==> src/rtl/if_fetch_stage.sv <==
// MIPS instruction-fetch stage: owns the PC, fetches words over a req/ack
// handshake and presents {instr, npc, valid} to the IF/ID register.
module if_fetch_stage #(
  parameter logic [31:0] RESET_PC  = 32'h0000_0000,
  parameter logic [31:0] NOP_INSTR = 32'h0000_0000
) (
  input  logic        clk,
  input  logic        rst,
  input  logic        stall,
  input  logic        redirect,
  input  logic [31:0] redirect_pc,
  output logic        imem_req,
  output logic [31:0] imem_addr,
  input  logic        imem_ack,
  input  logic [31:0] imem_rdata,
  output logic [31:0] instr,
  output logic [31:0] npc,
  output logic        valid
);

  typedef enum logic [1:0] {
    S_FETCH = 2'd0,
    S_WAIT  = 2'd1,
    S_HOLD  = 2'd2,
    S_DRAIN = 2'd3
  } state_t;

  state_t      state_reg;
  logic [31:0] pc_reg;
  logic [31:0] tgt_reg;
  logic [31:0] hold_instr_reg;
  logic [31:0] hold_npc_reg;
  logic [31:0] instr_reg;
  logic [31:0] npc_reg;
  logic        valid_reg;
  logic [31:0] pc_plus4;

  assign pc_plus4 = pc_reg + 32'd4;

  // WAIT and DRAIN keep the request up so the address stays stable until ack.
  assign imem_req  = ((state_reg == S_FETCH) && !stall && !redirect) ||
                     (state_reg == S_WAIT) || (state_reg == S_DRAIN);
  assign imem_addr = pc_reg;

  assign instr = instr_reg;
  assign npc   = npc_reg;
  assign valid = valid_reg;

  always_ff @(posedge clk) begin
    if (rst) begin
      state_reg <= S_FETCH;
      pc_reg    <= RESET_PC;
      instr_reg <= NOP_INSTR;
      npc_reg   <= 32'd0;
      valid_reg <= 1'b0;
    end else if (redirect) begin
      instr_reg <= NOP_INSTR;
      valid_reg <= 1'b0;
      // An unfinished fetch must still complete on its old address before
      // the new target can be issued.
      if (((state_reg == S_WAIT) || (state_reg == S_DRAIN)) && !imem_ack) begin
        tgt_reg   <= redirect_pc;
        state_reg <= S_DRAIN;
      end else begin
        pc_reg    <= redirect_pc;
        state_reg <= S_FETCH;
      end
    end else begin
      case (state_reg)
        S_FETCH: begin
          if (!stall) begin
            if (imem_ack) begin
              instr_reg <= imem_rdata;
              npc_reg   <= pc_plus4;
              valid_reg <= 1'b1;
              pc_reg    <= pc_plus4;
            end else begin
              instr_reg <= NOP_INSTR;
              valid_reg <= 1'b0;
              state_reg <= S_WAIT;
            end
          end
        end
        S_WAIT: begin
          if (imem_ack) begin
            pc_reg <= pc_plus4;
            if (!stall) begin
              instr_reg <= imem_rdata;
              npc_reg   <= pc_plus4;
              valid_reg <= 1'b1;
              state_reg <= S_FETCH;
            end else begin
              hold_instr_reg <= imem_rdata;
              hold_npc_reg   <= pc_plus4;
              state_reg      <= S_HOLD;
            end
          end else if (!stall) begin
            instr_reg <= NOP_INSTR;
            valid_reg <= 1'b0;
          end
        end
        S_HOLD: begin
          if (!stall) begin
            instr_reg <= hold_instr_reg;
            npc_reg   <= hold_npc_reg;
            valid_reg <= 1'b1;
            state_reg <= S_FETCH;
          end
        end
        S_DRAIN: begin
          if (imem_ack) begin
            pc_reg    <= tgt_reg;
            state_reg <= S_FETCH;
          end
          if (!stall) begin
            instr_reg <= NOP_INSTR;
            valid_reg <= 1'b0;
          end
        end
        default: state_reg <= S_FETCH;
      endcase
    end
  end

endmodule

==> config.mk <==
export PLATFORM = sky130hd
export DESIGN_NAME = if_fetch_stage
export DESIGN_NICKNAME = d
export VERILOG_FILES = /design/src/rtl/if_fetch_stage.sv
export SDC_FILE = /design/constraint.sdc
export NUM_CORES = 1
export LEC_CHECK = 0
export BUFFER_PORTS_ARGS = -buffer_cell sky130_fd_sc_hd__buf_2
export CAP_MARGIN = 40
export CORE_MARGIN = 2
export CORE_UTILIZATION = 51
export CTS_BUF_LIST = sky130_fd_sc_hd__clkbuf_8
export DETAILED_ROUTE_END_ITERATION = 7
export GPL_TIMING_DRIVEN = 0
export PLACE_DENSITY_LB_ADDON = 0.15
export RECOVER_POWER = 25
export SYNTH_ARGS = -nofsm -noshare
export SYNTH_HDL_FRONTEND = slang
export SYNTH_SLANG_ARGS = --single-unit
export TNS_END_PERCENT = 20
==> constraint.sdc <==
create_clock -name clk -period 7.05 [get_ports clk]
set_input_delay 0.705 -clock clk [delete_from_list [all_inputs] [get_ports clk]]
set_output_delay 0.705 -clock clk [all_outputs]
set_load 0.01 [all_outputs]
### Word level (Yosys, flattened, before mapping)

Cells that the tools add are included.

* bits in registers: 195
* output and inout port bits: 98
* logic and storage cells: 79

* $add $sub $neg: 1
* equal/unequal tests: 15
* muxes and demuxes: 34
* bitwise logic cells: 2
* reduce and logical (&&, ||, !) cells: 19

Operators with widths (count)
* 2-to-1 mux 32 bit: 16
* case mux 32 bit (3 select lines): 2
* case mux 32 bit (4 select lines): 1
* adder 32 x 3 -> 32 bit, second input constant: 1
* inequality test 3 bit, second input constant: 6
* 2-to-1 mux 2 bit: 8
* inequality test 2 bit, second input constant: 6
* AND reduction 5 bit: 2
* case mux 2 bit (4 select lines): 1
* AND reduction 7 bit: 1
* AND reduction 3 bit: 2
* 2-to-1 mux 1 bit: 5
* equality test 2 bit, second input constant: 2
* case mux 1 bit (4 select lines): 1
* AND reduction 4 bit: 1
* nonzero test 4 bit: 1
* logical AND 1 bit: 3
* logical NOT 1 bit: 3
* logical OR 1 bit: 3
* nonzero test 3 bit: 1
* equality test 2 x 1 -> 1 bit, second input constant: 1
* logical NOT 2 bit: 1
* inverter 1 bit: 2
* OR reduction 2 bit: 1

### Longest topological paths before layout

* depth after elaboration: 5
* mapped depth: 8
* mapped depth without buffers: 6

### Worst setup path before layout

OpenSTA, ideal clock, no wires.

* kind: in2reg
* start: in redirect
* end: reg hold_instr_reg[0] (enable)
* setup time: 0.565 ns
* arrival: 5.794 ns
* path slack: 0.690 ns
* cell stages on the path: 5
* path through: clkbuf_1 inv_1 clkbuf_1 nand2_1 nor3_1

* cells in the longest elaborated chain, start to end: 2

Ends and longest elaborated chain
* start: declaration: RTL line 10 `input logic redirect,`
* inverter 1 bit (no line)
* AND reduction 5 bit (no line)
* end signal: assignment: RTL line 93 `hold_instr_reg <= imem_rdata;`
* end: declaration: RTL line 31 `logic [31:0] hold_instr_reg;`

No other way between the ends.
A chain may end at the register's enable or synchronous reset.

### Worst setup path in the final report

* start: in redirect
* end: reg hold_instr_reg[8] (enable)

Same word-level chain as after synthesis.

==> run summary <==
status: finished, final reports clean
Crit. Startpoint: redirect
row cnt: 47
static leakage: 3.79 nW
Logic pwr share: 10.9%
Crit path arrival time: 4.02 ns
largest net degree at the start of global routing: 20
clk buf depth: 2
critical path's largest stage delay: 0.77 ns
R2R cell count: 8
Fin Hold WS: 0.397 ns
clock network power share: 33.4%
DR WL/cell: 19.9 um
routability cong.: 1.02
Post CTS Setup Buffer Count: 0
Routed WL: 25,800 um
fin crit period: 3.83 ns
final hold vios: 0
DRC: 0
cts hold-fix bufs: 0
Final ANT Viol Nets: 0
Ports: 167
n_diodes: 0
Worst Skew: 0.0134 ns
Iter 0 DRT Violations: 856
Seq/Total Area, Yosys: 56.1%
Slew Limit Fails: 0
DP HPWL: 19,100 um
P_sw: 0.000628 W
DIE AREA: 0.0181 sq mm
clk root buf: clkbuf_8
Design Area, Final: 0.0102 sq mm
Worst setup SP type: input port
Post-Layout Cell Count: 1,295
Top delay family on crit path: buffers and inverters
clock sinks: 195
Post-DP Area: 0.00989 sq mm
post-cts sizing count: 0
Mapped Cells: 866
pwr/cell area: 218 mW/mm^2
Max-Cap Viols: 0
highest achievable clock rate: 261 MHz
Num CTS Buffers: 17
I/O Buffers: 164
Crit. End Element: flip-flop
r2r endpoint: npc[22]$_SDFFE_PP0P_
Yosys cell types: 61
Initial Util: 52.3%
Worst-path clk slew: 0.11 ns
crit path buf inv count: 7
Worst-Skew Late Latency: 0.49 ns
Cells after DPL: 1,263
ys async rst share: 0%
Synth-to-Final Area Change: 17.7%
type of the worst min-delay path: input port to flip-flop
die height: 134 um
CTS tree: yes
max_slew headroom: 44.6%
R2R setup slack: 4.24 ns
Mapped Area: 0.00867 sq mm
Worst EP required: 7.25 ns
Slowest-stage cell, CP: nor3_2
Slew @ Worst Pin: 0.831 ns
CP endpoint: hold_instr_reg[8]$_DFFE_PP_
vias per inst: 5.85
Sw Share: 28.2%
Synthesized Nets: 936
layout cells sized above 1: 16.8%
WS Path Type: input port to flip-flop
sequential share of power: 55.7%
htree depth: 4
final net count: 1,132
RSZ-0062 raised after global routing: false
Post-synth EDFFs: 96
WP depth: 9
Yosys reg bits: 195
final core occ: 61.5%
final setup fails: 0
Die X-Extent: 134 um
top_reg_cell synth: dfxtp_1
Tcrit/Tclk final: 54.3%
FF-to-FF Start: imem_addr[2]$_SDFFE_PP0P_
antenna violations before repair: 0
Overflow after GRT: 0
worst-path cell chain: buf_2, clkbuf_1, inv_1, clkbuf_1, nand2_1, nor3_2, buf_4, buf_6, buf_4
Synthesis Warnings: 0
core box area: 0.0166 sq mm
VDD IR max: 115 uV
total number of vias: 7,581
GRT Total Usage: 28.4%
First-pass DRT Iterations: 5
vias in the first global route: 6,862
cell-internal power: 0.00160 W
first-pass GRT wire length: 38,700 um
total power: 0.00223 W
Mean Syn Cell Area: 10.0 sq um
crit-path max FO: 13
-- area by class of cell --
class	count	area, sq um
inverter	14	52.6
sequential	195	4860
multi-input combinational	581	3460
fill	1514	6380
buffer	76	314
clock buffer	17	234
clock inverter	15	168
timing repair buffer	177	841
tap	220	275
-- power by group through the flow --
stage               Clock [W]  Sequential [W]  Combinational [W]
floorplan                   0         0.00127           0.000132
CTS                  0.000748         0.00124           0.000244
global placement            0         0.00126           0.000238
global route         0.000788         0.00124           0.000265
detailed placement          0         0.00126           0.000243
finish               0.000743         0.00124           0.000243
-- per-layer routing --
layer / part of all wire (%) / vias to the layer above / routed length, um / global-route usage (%)
li1: - / 3627 / - / -
met2: 46 / 393 / 11900 / 45.2
met1: 42 / 3505 / 10800 / 39.1
met5: 0 / - / 0 / 0
met4: 2.7 / 0 / 701 / 10.4
met3: 9.0 / 56 / 2330 / 5.14
-- metrics by stage --
| step | setup TNS (ns) | setup WS (ns) |
|---|---|---|
| floorplan | 0 | 0.690 |
| global placement | -150.31 | -2.17 |
| detailed placement | 0 | 2.82 |
| CTS | 0 | 3.30 |
| global route | 0 | 3.10 |
| finish | 0 | 3.22 |
-- Yosys cell counts, types with 6 or more instances --
cell,count,area (sq um)
a31oi_1,15,93.8
or3_1,7,43.8
a211oi_1,10,75.1
a311oi_1,6,52.6
clkbuf_1,56,210
a22oi_1,34,255
nand4_1,8,50.1
nand3_1,29,145
edfxtp_1,96,2880
xnor2_1,8,70.1
dfxtp_1,99,1980
o21a_1,7,52.6
buf_2,9,45.0
nor2_1,86,323
inv_1,13,48.8
and3_1,13,81.3
nor4_1,10,62.6
o211ai_1,7,52.6
o21ai_0,56,280
o31ai_1,8,60.1
nor3_1,25,125
a21o_1,10,75.1
or2_2,10,62.6
xor2_1,8,70.1
a21oi_1,56,280
a22o_1,32,280
nand2_1,69,259
-- worst reg2reg max path: stages (launching register included) --
cell     delay (ns)
dfxtp_1        0.57
ha_1           0.26
nand3_1        0.25
or2_2          0.44
buf_2          0.23
buf_2          0.24
nor4_1         0.41
o31ai_1        0.16
a21oi_1        0.17
-- worst min-delay path by stage --
stage	start	to	cells past startpoint
6_report	imem_rdata[24]	hold_instr_reg[24]$_DFFE_PP_	1
5_1_grt	imem_rdata[24]	hold_instr_reg[24]$_DFFE_PP_	1
3_5_place_dp	npc[15]$_SDFFE_PP0P_	npc[15]$_SDFFE_PP0P_	2
3_3_place_gp	npc[15]$_SDFFE_PP0P_	npc[15]$_SDFFE_PP0P_	2
2_1_floorplan	imem_addr[0]$_SDFFE_PP0P_	hold_npc_reg[0]$_DFFE_PP_	0
4_1_cts	redirect_pc[19]	tgt_reg[19]$_DFFE_PP_	1
-- layout by cell type (no fill, tap or decap), types with 8 or more instances in the layout --
| master | netlist | layout |
|---|---|---|
| o21ai_0 | 56 | 56 |
| a211oi_1 | 10 | 10 |
| clkbuf_8 | 0 | 17 |
| xnor2_1 | 8 | 8 |
| nand2_1 | 69 | 69 |
| a21oi_1 | 56 | 56 |
| nand4_1 | 8 | 8 |
| a31oi_1 | 15 | 15 |
| edfxtp_1 | 96 | 96 |
| nor3_1 | 25 | 23 |
| nor4_1 | 10 | 9 |
| nor2_1 | 86 | 86 |
| buf_4 | 4 | 14 |
| clkbuf_1 | 56 | 126 |
| a22oi_1 | 34 | 34 |
| a21o_1 | 10 | 10 |
| buf_2 | 9 | 103 |
| inv_1 | 13 | 13 |
| xor2_1 | 8 | 8 |
| o31ai_1 | 8 | 8 |
| dfxtp_1 | 99 | 99 |
| and3_1 | 13 | 13 |
| nand3_1 | 29 | 29 |
| or2_2 | 10 | 10 |
| a22o_1 | 32 | 32 |
-- kinds of logic (layout without fill, tap and decap cells) --
family,count (synthesis),count (layout),share of synthesized area (%)
AND/OR/NAND/NOR,285,285,16.2
flip-flops,195,195,56.1
AO/OA/AOI/OAI,275,275,21.3
buffers and inverters,90,299,4.23
XOR/XNOR,16,16,1.62
adder cells (fa/ha/maj),1,1,0.144
multiplexers,4,4,0.462
No activity file was read; power rests on OpenSTA's default activity.
